==> src/rtl/leaf_user_pkg.sv <==
// leaf_user_pkg: payload width, payload type and frame defaults shared by the user-side leaf kernels
package leaf_user_pkg;
    localparam int PAYLOAD_BITS = 32;
    localparam int FRAME_LEN_DEFAULT = 64;
    localparam int CNT_BITS_DEFAULT = 16;
    typedef logic [PAYLOAD_BITS-1:0] payload_t;
endpackage

==> src/rtl/leaf_fifo2.sv <==
// leaf_fifo2: 2-entry synchronous FIFO with registered not_full, push/pop and occupancy count
module leaf_fifo2 #(
    parameter int W = leaf_user_pkg::PAYLOAD_BITS
) (
    input  logic         clk,
    input  logic         rst,
    input  logic         push,
    input  logic         pop,
    input  logic [W-1:0] din,
    output logic [W-1:0] dout,
    output logic [1:0]   count,
    output logic         not_full
);
    logic [W-1:0] mem [2];
    logic         wr, rd;
    logic [1:0]   count_nxt;
    assign count_nxt = count + {1'b0, push} - {1'b0, pop};
    assign dout = mem[rd];
    always_ff @(posedge clk) begin
        if (rst) begin
            count    <= '0;
            wr       <= 1'b0;
            rd       <= 1'b0;
            not_full <= 1'b0;
        end else begin
            count    <= count_nxt;
            not_full <= count_nxt != 2'd2;
            wr       <= wr ^ push;
            rd       <= rd ^ pop;
        end
    end
    always_ff @(posedge clk)
        if (push) mem[wr] <= din;
endmodule

==> src/rtl/leaf_i2o1_pair_adder.sv <==
// leaf_i2o1_pair_adder: joins two streams beat-by-beat into their sum with frame counting; PAIR_ADDER_SAT_EN selects saturating add
module leaf_i2o1_pair_adder #(
    parameter int PAYLOAD_BITS = leaf_user_pkg::PAYLOAD_BITS,
    parameter int FRAME_LEN    = leaf_user_pkg::FRAME_LEN_DEFAULT,
    parameter int CNT_BITS     = leaf_user_pkg::CNT_BITS_DEFAULT
) (
    input  logic                    clk_user,
    input  logic                    reset,
    input  logic [PAYLOAD_BITS-1:0] dout_leaf_interface2user_1,
    input  logic                    vld_interface2user_1,
    output logic                    ack_user2interface_1,
    input  logic [PAYLOAD_BITS-1:0] dout_leaf_interface2user_2,
    input  logic                    vld_interface2user_2,
    output logic                    ack_user2interface_2,
    output logic [PAYLOAD_BITS-1:0] din_leaf_user2interface_1,
    output logic                    vld_user2interface_1,
    input  logic                    ack_interface2user_1,
    output logic                    frame_done,
    output logic [CNT_BITS-1:0]     beat_cnt
);
    logic [PAYLOAD_BITS-1:0] a, b, sum;
    logic [1:0]              count_1, count_2;
    logic                    push_1, push_2, fire, xfer, last;
    assign push_1 = vld_interface2user_1 && ack_user2interface_1;
    assign push_2 = vld_interface2user_2 && ack_user2interface_2;
    assign xfer   = vld_user2interface_1 && ack_interface2user_1;
    assign fire   = count_1 != 2'd0 && count_2 != 2'd0 && (!vld_user2interface_1 || ack_interface2user_1);
    assign last   = beat_cnt == CNT_BITS'(FRAME_LEN - 1);
    leaf_fifo2 #(.W(PAYLOAD_BITS)) fifo_1 (
        .clk(clk_user), .rst(reset), .push(push_1), .pop(fire),
        .din(dout_leaf_interface2user_1), .dout(a), .count(count_1), .not_full(ack_user2interface_1)
    );
    leaf_fifo2 #(.W(PAYLOAD_BITS)) fifo_2 (
        .clk(clk_user), .rst(reset), .push(push_2), .pop(fire),
        .din(dout_leaf_interface2user_2), .dout(b), .count(count_2), .not_full(ack_user2interface_2)
    );
`ifdef PAIR_ADDER_SAT_EN
    logic [PAYLOAD_BITS:0] wide;
    assign wide = {1'b0, a} + {1'b0, b};
    assign sum  = wide[PAYLOAD_BITS] ? '1 : wide[PAYLOAD_BITS-1:0];
`else
    assign sum = a + b;
`endif
    always_ff @(posedge clk_user) begin
        if (reset) begin
            din_leaf_user2interface_1 <= '0;
            vld_user2interface_1      <= 1'b0;
            frame_done                <= 1'b0;
            beat_cnt                  <= '0;
        end else begin
            if (fire) begin
                din_leaf_user2interface_1 <= sum;
                vld_user2interface_1      <= 1'b1;
            end else if (ack_interface2user_1) begin
                vld_user2interface_1      <= 1'b0;
            end
            frame_done <= xfer && last;
            if (xfer) beat_cnt <= last ? '0 : beat_cnt + 1'b1;
        end
    end
endmodule

==> config.mk <==
export PLATFORM = sky130hd
export DESIGN_NAME = leaf_i2o1_pair_adder
export DESIGN_NICKNAME = d
export VERILOG_FILES = /design/src/rtl/leaf_user_pkg.sv /design/src/rtl/leaf_fifo2.sv /design/src/rtl/leaf_i2o1_pair_adder.sv
export SDC_FILE = /design/constraint.sdc
export NUM_CORES = 1
export LEC_CHECK = 0
export ABC_AREA = 1
export CAP_MARGIN = 20
export CORE_MARGIN = 2
export CORE_UTILIZATION = 46
export DETAILED_ROUTE_END_ITERATION = 12
export PLACE_DENSITY = 0.78
export SYNTH_ARGS = -nofsm -noshare
export SYNTH_HDL_FRONTEND = slang
export SYNTH_SLANG_ARGS = --single-unit
export TNS_END_PERCENT = 1
==> constraint.sdc <==
create_clock -name clk_user -period 2.83 [get_ports clk_user]
set_clock_uncertainty 0.1 [all_clocks]
set_input_delay 0.566 -clock clk_user [delete_from_list [all_inputs] [get_ports clk_user]]
set_output_delay 0.566 -clock clk_user [all_outputs]
set_load 0.005 [all_outputs]
==> metrics.txt, run 1 <==
Final Hold Vio Count 0; Yosys reg bits 188; sw frac 0.3900; DR WL/cell around 14 microns; Final Max Tran Viols 0; top cells by count, synth nand2_1 (427), inv_1 (156), edfxtp_1 (128), nor2_1 (73), dfxtp_1 (60); Die Wd between 100 and 150 microns; pin count of the biggest net entering global routing 33; Post-DP Area 11,140 sq um; asr flop ratio synth 0; hold slack final 363.4 ps; family with the most delay on the worst path simple AND/OR/NAND/NOR gates; FMAX 383.7 MHz; Area Overhead vs Synth 23.02%; starting density of the core 0.4693; largest stage delay on the critical path 420 ps; Seq pwr share 0.346; Worst Path Required 3060 ps; total CTS buffers 17; Vias/cell roughly 5; post-synthesis cell type count 33; layout cells sized above 1 0.06940; number of sinks on the clock net 188; post-synthesis mux area share 0; Antenna Cells 0; CTS resizes 0; top-area cell type share of the netlist area 0.4035; worst min path class flip-flop to flip-flop; RSZ-0062 raised after global routing no; final setup violation count 0; Final GP Congestion 0.9911; Pwr per Cell Area 846.9 nW/um^2; Combinational Power Share 0.417; clk slew on worst S/H paths 70 ps; vias approximately 7.5k; Syn Nets 1,237; Ports 121; Core Rows 52; CTS tree done; Total Neg Setup Slack 0 ps; Post-CTS Setup Inserts 0; filler instances 1,794; Detailed Place HPWL 16,870 microns; buffers and inverters on the worst path 3; Post-Synth XOR/XNOR Area 0.02666; Top FF cell, synth edfxtp_1; Worst EP arrival 2840 ps; Period minus WS final 2606 ps; gr usage total 0.2104; Psw 3871 uW; CORE AREA about 20,000 sq um; slowest CP cell dfxtp_1; Int Power 6055 uW; worst slack, placed 223.4 ps; startpoint type of the worst setup path flip-flop; Compound-Gate Fraction of Synth Area 0.05332; Seq/Total Area, Yosys 0.5296; Leakage about 0.0053 uW; largest family of logic cells by synthesized area simple AND/OR/NAND/NOR gates; max cap viols 0; area leader, netlist edfxtp_1; GRT overflow 0; Peak VDD IR a little over 0.5 mV; htree depth 4; vias in the first global route 7,312; Post-synth EDFFs roughly 130; die footprint ~22,000 sq um; Max Root-Sink Buffers 2; Hold Buf Count CTS 0; worst skew pair latency 430 ps; crit path kind flip-flop to flip-flop; CTS root buf clkbuf_16; Die Ht 147.9 microns; most common cell in the netlist nand2_1; Pre-Repair DR Iteration Count 5; overall routed net length 22,270 microns; area share of fa/ha/maj cells after synthesis 0.05464; Max transition margin 0.5606; Total Nets Final 1,365; Routed Antenna Nets 0; Critical Path Sink Type flip-flop; simple-gate portion of the synthesized area 0.2619; post-route cell area 11,720 sq um; Cells after Synth 1,127; synthesized cell area 9527 sq um; status completed; DRT iter0 DRCs 613; first-pass GRT wire length between 30,000 and 40,000 microns; PortBufs 120; DRC 0; Worst-Margin Slew 658.3 ps; largest cells by area after synthesis edfxtp_1 (40%), nand2_1 (17%), dfxtp_1 (13%); CP Max Fanout 24; syn_area_per_cell 8.453 sq um; CP most frequent cell nand2_1; PnR worst setup slack 223.8 ps; initial antenna violation count 0; yosys warns 0; Period Utilization, post-route 0.9209; worst-path cell chain inv_1 > buf_4 > nand2_1 > nand2_1 > ha_1 > nand2_1 > nor2_1 > nand2_1 > nor2_1 > nand2_1 > nand4_1 > nand3_1 > nand2_1 > inv_1; Clk network pwr share 0.237
layout make-up:
| cell class | instances | area [sq um] | share of cell area |
|---|---|---|---|
| clock buffer | 17 | 425.4 | 0.03630 |
| timing repair buffer | 135 | 1376 | 0.1174 |
| clock inverter | 15 | 153.9 | 0.01313 |
| sequential | 188 | 5045 | 0.4304 |
| tap | 270 | 337.8 | 0.02882 |
| multi-input combinational | 755 | 3789 | 0.3233 |
| inverter | 158 | 593.1 | 0.05060 |
per-layer routing:
layer  share of wire  vias up  wire length, microns  global-route usage
li1                -     3813                     -                   -
met1            0.46     3423                 10260              0.2900
met2            0.45      265                 10030              0.3351
met3           0.074       21                  1649             0.04753
met4           0.015        0                   325             0.06143
met5               0        -                     0                   0
flip-flops by register name (all words and copies together) (netlist names):
register and cells:
fifo_2.wr 1, fifo_1.mem 64, din_leaf_user2interface_1 32, fifo_1.wr 1, fifo_1.rd 1, vld_user2interface_1 1, fifo_2.mem 64, fifo_2.not_full 1
fifo_1.not_full 1, fifo_2.rd 1, beat_cnt 16, fifo_1.count 2, fifo_2.count 2, frame_done 1
final timing paths:
path / end / depth (start not counted) / from / slack (ps)
worst max-delay path: din_leaf_user2interface_1[25] / 14 / fifo_2.rd / 220
worst min-delay path: din_leaf_user2interface_1[2] / 2 / din_leaf_user2interface_1[2] / 360
worst max register to register: din_leaf_user2interface_1[25] / 14 / fifo_2.rd / 220
worst min register to register: din_leaf_user2interface_1[2] / 2 / din_leaf_user2interface_1[2] / 360
power by group through the flow:
stage	combinational [uW]	sequential [uW]	clock (uW)
floorplan	2770	3470	0
global placement	4040	3490	0
detailed placement	4090	3500	0
CTS	4120	3440	2390
global route	4660	3470	2510
finish	4140	3440	2350
placed cells by master (no fill, tap or decap), types with 3 or more instances in the layout:
cell type / netlist / routed
nor2_2: 6 / 6
xnor2_1: 9 / 9
inv_6: 0 / 4
nand3_1: 44 / 44
nor3_2: 4 / 4
clkbuf_16: 0 / 17
buf_4: 1 / 10
nand4_1: 5 / 5
xor2_1: 20 / 20
nor2_1: 73 / 73
ha_1: 40 / 40
dfxtp_1: 60 / 60
buf_12: 0 / 5
inv_8: 0 / 3
a21oi_1: 33 / 32
nor2_4: 5 / 5
nand2_1: 427 / 427
nand3_2: 5 / 5
o21bai_1: 10 / 10
nor3_1: 9 / 9
nand2_2: 17 / 17
edfxtp_1: 128 / 128
inv_1: 156 / 156
clkdlybuf4s50_1: 0 / 120
o21ai_0: 21 / 21
o21a_1: 17 / 17
worst min-delay path: stages (launching register included):
cell and delay, ps:
dfxtp_1 310, nand2_1 60, a21oi_1 50
metrics by stage:
step	cells	utilization	power [uW]
after global placement	1506	0.5488	7531
after global routing	1538	0.5774	10640
after detailed placement	1506	0.5488	7590
after CTS	1538	0.5774	9945
final	1538	0.5774	9925
after floorplan	1127	-	6239
cell families after synthesis:
logic type | Yosys count
buffers and inverters | 184
adders and majority gates | 41
and+or+nand+nor | 599
xor gates and xnor gates | 29
AOI/OAI and AO/OA | 86
DFF | 188
No activity file was read; power rests on OpenSTA's default activity.
==> run 2: changes to the inputs <==
--- a/config.mk
+++ b/config.mk
@@ -10,7 +10,9 @@
 export CORE_MARGIN = 2
 export CORE_UTILIZATION = 46
 export DETAILED_ROUTE_END_ITERATION = 12
+export MAX_ROUTING_LAYER = met4
 export PLACE_DENSITY = 0.78
+export SLEW_MARGIN = 25
 export SYNTH_ARGS = -nofsm -noshare
 export SYNTH_HDL_FRONTEND = slang
 export SYNTH_SLANG_ARGS = --single-unit
==> run 2 against run 1 <==
Against the previous run: via count fell by 1.7%; global-route usage increased by 0.52 points; highest routed layer unchanged; sequential power is essentially flat; flip-flop and latch count did not move; first-iteration DRC count shrank 9.3%; routed wire length is 0.93% lower; power is 4.1% higher; combinational power is essentially flat; utilization rose by 0.35 points; largest power group unchanged; critical endpoint is now din_leaf_user2interface_1[31].
==> metrics.txt, run 2 (synthesis gave the netlist of run 1 again) <==
post-route cell area 11,790 sq um (was 11,720 sq um); Area Overhead vs Synth 23.76% (was 23.02%); Pwr per Cell Area 876.4 nW/um^2 (was 846.9 nW/um^2); Period minus WS final 2567 ps (was 2606 ps); max cap viols 0 (unchanged); Final GP Congestion 0.9809 (was 0.9911); RSZ-0062 raised after global routing no (unchanged); most frequent cells in the layout nand2_1 (427), inv_1 (156), edfxtp_1 (128), clkdlybuf4s50_1 (120), nor2_1 (72) (was nand2_1 (427), inv_1 (156), edfxtp_1 (128), clkdlybuf4s50_1 (120), nor2_1 (73)); Clk network pwr share 0.263 (was 0.237); met3 Resource Use GR 0.03951 (was 0.04753); vias in the first global route 7,257 (was 7,312); R2R cell count 17 (was 14); crit path kind flip-flop to flip-flop (unchanged); Peak VDD IR 0.4517 mV (was 0.5046 mV); final setup violation count 0 (unchanged); total power 10,330 uW (was 9925 uW); Antenna Cells 0 (unchanged); Period Utilization, post-route 0.9070 (was 0.9209); Top Usage Layer GRT met2 (unchanged); clk slew on worst S/H paths 70 ps (about the same); PortBufs 120 (unchanged); worst slack, placed 260.6 ps (was 223.4 ps); DR WL/cell 14.37 microns (was 14.48 microns); Hold Buf Count CTS 0 (unchanged); met2 Use GR 0.3326 (was 0.3351); total CTS buffers 17 (unchanged); Core Rows 52 (unchanged); overall routed net length 22,060 microns (was 22,270 microns); CTS root buf clkbuf_16 (unchanged); sw frac 0.3725 (was 0.3900); Psw 3849 uW (was 3871 uW); Die Wd 147.9 microns (unchanged); Leakage 0.005325 uW (was 0.005297 uW); number of sinks on the clock net 188 (unchanged); startpoint type of the worst setup path flip-flop (unchanged); area of the multi-input gates 3791 sq um (was 3789 sq um); Final Max Tran Viols 0 (unchanged); Combinational Power Share 0.404 (was 0.417); pin count of the biggest net entering global routing 56 (was 33); worst min path class flip-flop to flip-flop (unchanged); gr usage total 0.2156 (was 0.2104); Post-CTS Setup Inserts 0 (unchanged); met1 Resource Use GR 0.2969 (was 0.2900); Routed Antenna Nets 0 (unchanged); Total Nets Final 1,362 (was 1,365); PnR worst setup slack 263.1 ps (was 223.8 ps); filler instances 1,779 (was 1,794); Max transition margin 0.6111 (was 0.5606); worst-path cell chain inv_1 > buf_12 > nand2_1 > nand2_1 > ha_1 > nand2_1 > inv_1 > nand2_1 > nand2_1 > nand2_1 > nand2_1 > a21oi_1 > nand2_1 > nand2_1 > nand3_1 > nand2_1 > inv_1 (was inv_1 > buf_4 > nand2_1 > nand2_1 > ha_1 > nand2_1 > nor2_1 > nand2_1 > nor2_1 > nand2_1 > nand4_1 > nand3_1 > nand2_1 > inv_1); sequential cell area 5045 sq um (unchanged); FF-to-FF End din_leaf_user2interface_1[31] (was din_leaf_user2interface_1[25]); initial antenna violation count 0 (unchanged); Pre-Repair DR Iteration Count 5 (unchanged); hold path depth 2 (unchanged); most common cell after layout, fill and taps aside nand2_1 (unchanged); Total Neg Setup Slack 0 ps (unchanged); CP Max Fanout 31 (was 24); Max Root-Sink Buffers 2 (unchanged); Worst R2R Setup Slack 260 ps (was 220 ps); Hold Path End din_leaf_user2interface_1[2] (unchanged); GRT overflow 0 (unchanged); htree depth 4 (unchanged); first-pass GRT wire length 35,870 microns (was 36,040 microns); Seq pwr share 0.333 (was 0.346); biggest regs fifo_1.mem: 64 flops, fifo_2.mem: 64 flops, din_leaf_user2interface_1: 32 flops (unchanged); Worst Path Required 3060 ps (about the same); starting density of the core 0.4693 (unchanged); Post-DP Area 11,120 sq um (was 11,140 sq um); layout cells sized above 1 0.06719 (was 0.06940); CP most frequent cell nand2_1 (unchanged); Critical Path Sink Type flip-flop (unchanged); slowest CP cell dfxtp_1 (unchanged); Int Power 6484 uW (was 6055 uW); DRC 0 (unchanged); status completed (unchanged); Final Hold Vio Count 0 (unchanged); worst skew pair latency 440 ps (was 430 ps); die footprint 21,880 sq um (unchanged); Worst-Margin Slew 582.8 ps (was 658.3 ps); vias 7,392 (was 7,522); R2R Path Start fifo_1.rd (was fifo_2.rd); Hold Path Origin din_leaf_user2interface_1[2] (unchanged); CORE AREA 20,300 sq um (unchanged); hold slack final 396.6 ps (was 363.4 ps); FMAX 389.6 MHz (was 383.7 MHz); Ports 121 (unchanged); Worst EP arrival 2800 ps (was 2840 ps); Die Ht 147.9 microns (unchanged); largest stage delay on the critical path 430 ps (was 420 ps); DRT iter0 DRCs 556 (was 613); Vias/cell 4.816 (was 4.891); CTS tree done (unchanged); Detailed Place HPWL 16,530 microns (was 16,870 microns)
==> run 2: cell types whose count changed in the layout (fill, tap and decap cells not counted), moves of 2 or more <==
cell	before	now
buf_4	10	7
bufinv_16	1	6
clkbuf_1	0	2
inv_6	4	2
inv_8	3	1
==> run 2: power groups by stage <==
| stage | clock network, uW | logic, uW | registers [uW] |
|---|---|---|---|
| after floorplan | 0 | 2770 | 3470 |
| after global placement | 0 | 4060 | 3490 |
| after detailed placement | 0 | 4100 | 3500 |
| after CTS | 2750 | 4140 | 3440 |
| after global routing | 2870 | 4680 | 3470 |
| final | 2720 | 4170 | 3440 |
==> run 2: what timing repair did <==
action | 4_1_cts | 5_1_grt
setup endpoints to repair | 0 | 1
endpoints found under the hold margin | 0 | 0
resized for setup | 0 | 1
==> run 2: worst max path at each step <==
stage / start / endpoint / slack (ps) / cells after the start
4_1_cts: fifo_2.rd / din_leaf_user2interface_1[27] / 230 / 14
5_1_grt: fifo_1.rd / din_leaf_user2interface_1[31] / 30 / 17
6_report: fifo_1.rd / din_leaf_user2interface_1[31] / 260 / 17
3_3_place_gp: ack_interface2user_1 / fifo_2.not_full / 280 / 10
2_1_floorplan: fifo_1.rd / din_leaf_user2interface_1[24] / 450 / 17
3_5_place_dp: fifo_2.rd / din_leaf_user2interface_1[27] / 260 / 14
==> run 2: cell type report <==
class	count	area share
well taps	270	0.02865
repair buffers	132	0.1148
inverters	158	0.05030
clock inverters	13	0.02006
clock buffers	19	0.03672
flip-flops and latches	188	0.4279
multi-input cells	755	0.3216
==> run 2: metrics by stage <==
step / utilization / cells
finish: 0.5808 / 1535
global route: 0.5808 / 1535
CTS: 0.5807 / 1535
detailed placement: 0.5477 / 1503
global placement: 0.5477 / 1503
floorplan: - / 1127
==> run 2: layer usage <==
metal / routed length, microns / vias up
met2: 9879 / 239
met1: 10600 / 3313
li1: - / 3813
met5: 0 / -
met3: 1308 / 27
met4: 280 / 0
==> run 2: critical path, delay by kind of cell, from the launching register on <==
kind,cells,cell delay (ps)
adder cells (fa/ha/maj),1,400
AND/OR/NAND/NOR,11,900
flip-flops,1,430
AO/OA/AOI/OAI,1,230
buffers and inverters,4,400
==> run 3: changes to the inputs <==
==> constraint.sdc (replaced) <==
create_clock -name clk_user -period 3.2 [get_ports clk_user]
set_clock_uncertainty 0.1 [all_clocks]
set_input_delay 0.64 -clock clk_user [delete_from_list [all_inputs] [get_ports clk_user]]
set_output_delay 0.64 -clock clk_user [all_outputs]
set_load 0.005 [all_outputs]
==> run 3 against run 2 <==
Against the previous run: global-route usage grew 0.29 points; register-to-register slack gained 330 ps; non-clock buffer count increased by 3; clock-buffer cell count shrank 1; die area unchanged; first-iteration DRC count rose by 9.0%; final cell count is 0.20% higher; routed wire length is 1.8% higher; combinational power decreased by 12%; power down 15%; hold slack got worse by 21 ps.
==> metrics.txt, run 3 (synthesis gave the netlist of run 1 again) <==
status completed (unchanged); Combinational Power Share 0.414 (was 0.404); Pwr per Cell Area 754.1 nW/um^2 (was 876.4 nW/um^2); FF-to-FF End din_leaf_user2interface_1[12] (was din_leaf_user2interface_1[31]); Inst Count DP 1,506 (was 1,503); Die Ht 147.9 microns (unchanged); sequential cell area 5045 sq um (unchanged); DR WL/cell 14.60 microns (was 14.37 microns); Peak VDD IR 0.4142 mV (was 0.4517 mV); final setup violation count 0 (unchanged); Max Root-Sink Buffers 2 (unchanged); vias 7,549 (was 7,392); gr usage total 0.2185 (was 0.2156); Die Wd 147.9 microns (unchanged); worst skew pair latency 440 ps (about the same); number of sinks on the clock net 188 (unchanged); FMAX 384.0 MHz (was 389.6 MHz); first-pass GRT wire length 36,310 microns (was 35,870 microns); initial antenna violation count 0 (unchanged); crit path kind flip-flop to flip-flop (unchanged); Max transition margin 0.5401 (was 0.6111); R2R cell count 12 (was 17); biggest regs fifo_1.mem: 64 flops, fifo_2.mem: 64 flops, din_leaf_user2interface_1: 32 flops (unchanged); worst slack, placed 486.6 ps (was 260.6 ps); CTS tree done (unchanged); startpoint type of the worst setup path flip-flop (unchanged); Leakage 0.005281 uW (was 0.005325 uW); PnR worst setup slack 595.5 ps (was 263.1 ps); sw frac 0.3861 (was 0.3725); Int Power 5407 uW (was 6484 uW); total CTS buffers 17 (unchanged); Detailed Place HPWL 16,860 microns (was 16,530 microns); pin count of the biggest net entering global routing 35 (was 56); Hold Buf Count CTS 0 (unchanged); worst min path class flip-flop to flip-flop (unchanged); Antenna Cells 0 (unchanged); Area Overhead vs Synth 22.60% (was 23.76%); Seq pwr share 0.346 (was 0.333); CTS root buf clkbuf_16 (unchanged); Non-Filler Instances 1,538 (was 1,535); Total Neg Setup Slack 0 ps (unchanged); Worst-Margin Slew 689.1 ps (was 582.8 ps); vias in the first global route 7,222 (was 7,257); Critical Path Sink Type flip-flop (unchanged); clk slew on worst S/H paths 70 ps (about the same); GRT overflow 0 (unchanged); DRC 0 (unchanged); Final Hold Vio Count 0 (unchanged); Worst R2R Setup Slack 600 ps (was 260 ps); R2R Path Start fifo_2.rd (was fifo_1.rd); htree depth 4 (unchanged); Worst Path Required 3480 ps (was 3060 ps); Worst Setup EP din_leaf_user2interface_1[12] (was din_leaf_user2interface_1[31]); Post-CTS Setup Inserts 0 (unchanged); most frequent cells in the layout nand2_1 (427), inv_1 (156), edfxtp_1 (128), clkdlybuf4s50_1 (120), nor2_1 (73) (was nand2_1 (427), inv_1 (156), edfxtp_1 (128), clkdlybuf4s50_1 (120), nor2_1 (72)); CP Max Fanout 12 (was 31); Clk network pwr share 0.240 (was 0.263); PortBufs 120 (unchanged); Final Max Tran Viols 0 (unchanged); Routed Antenna Nets 0 (unchanged); Final GP Congestion 0.9809 (unchanged); total power 8808 uW (was 10,330 uW); RSZ-0062 raised after global routing no (unchanged); overall routed net length 22,460 microns (was 22,060 microns); crit path from fifo_2.rd (was fifo_1.rd); Period Utilization, post-route 0.8139 (was 0.9070); Psw 3401 uW (was 3849 uW); Core Rows 52 (unchanged); Worst EP arrival 2880 ps (was 2800 ps); starting density of the core 0.4693 (unchanged); layout cells sized above 1 0.06861 (was 0.06719); Ports 121 (unchanged); CORE AREA 20,300 sq um (unchanged); filler instances 1,809 (was 1,779); area of the multi-input gates 3789 sq um (was 3791 sq um); Total Nets Final 1,365 (was 1,362); Pre-Repair DR Iteration Count 5 (unchanged); max cap viols 0 (unchanged); Period minus WS final 2604 ps (was 2567 ps); DRT iter0 DRCs 606 (was 556); Vias/cell 4.908 (was 4.816); die footprint 21,880 sq um (unchanged); most common cell after layout, fill and taps aside nand2_1 (unchanged); CTS resizes 0 (unchanged)
[run 3: power by group through the flow]
stage / logic, uW / registers [uW] / clock network [uW]
global route: 4100 / 3070 / 2250
floorplan: 2450 / 3070 / 0
global placement: 3550 / 3080 / 0
finish: 3650 / 3040 / 2120
detailed placement: 3600 / 3100 / 0
CTS: 3630 / 3050 / 2160
[run 3: worst min path at each step]
stage | endpoint | cells after the start | slack, ps | from
after floorplan | din_leaf_user2interface_1[2] | 2 | 360 | din_leaf_user2interface_1[2]
after global placement | din_leaf_user2interface_1[2] | 2 | 350 | din_leaf_user2interface_1[2]
after detailed placement | din_leaf_user2interface_1[2] | 2 | 370 | din_leaf_user2interface_1[2]
after CTS | din_leaf_user2interface_1[2] | 2 | 380 | din_leaf_user2interface_1[2]
after global routing | din_leaf_user2interface_1[2] | 2 | 410 | din_leaf_user2interface_1[2]
final | din_leaf_user2interface_1[2] | 2 | 380 | din_leaf_user2interface_1[2]
[run 3: layout make-up]
| cell class | count | share of cell area |
|---|---|---|
| well taps | 270 | 0.02892 |
| multi-input cells | 755 | 0.3244 |
| repair buffers | 135 | 0.1136 |
| clock inverters | 14 | 0.01371 |
| flip-flops and latches | 188 | 0.4319 |
| inverters | 158 | 0.05078 |
| clock buffers | 18 | 0.03674 |
[run 3: metrics by stage]
| step | instance area [sq um] | util | hold slack (ps) |
|---|---|---|---|
| after floorplan | 9527 | - | 356.4 |
| after global placement | 11090 | 0.5464 | 351.2 |
| after detailed placement | 11090 | 0.5464 | 366.1 |
| after CTS | 11680 | 0.5754 | 375.4 |
| after global routing | 11680 | 0.5754 | 411.0 |
| final | 11680 | 0.5754 | 375.9 |
[run 3: metal layers]
| metal | vias up | routed length [microns] | global-route usage |
|---|---|---|---|
| met4 | 0 | 628 | 0.08762 |
| met2 | 258 | 9825 | 0.3298 |
| li1 | 3832 | - | - |
| met5 | - | 0 | - |
| met3 | 34 | 1472 | 0.03457 |
| met1 | 3425 | 10530 | 0.2972 |
[run 3: critical path, stage by stage, from the launching register on]
cell and delay, ps:
dfxtp_1 350, inv_1 210, nand2_1 110, nand2_1 90, ha_1 250, fa_1 470, nand3_1 120, nand3_1 140
nand3_1 120, nand3_2 110, xor2_1 300, o21bai_1 100, inv_1 70
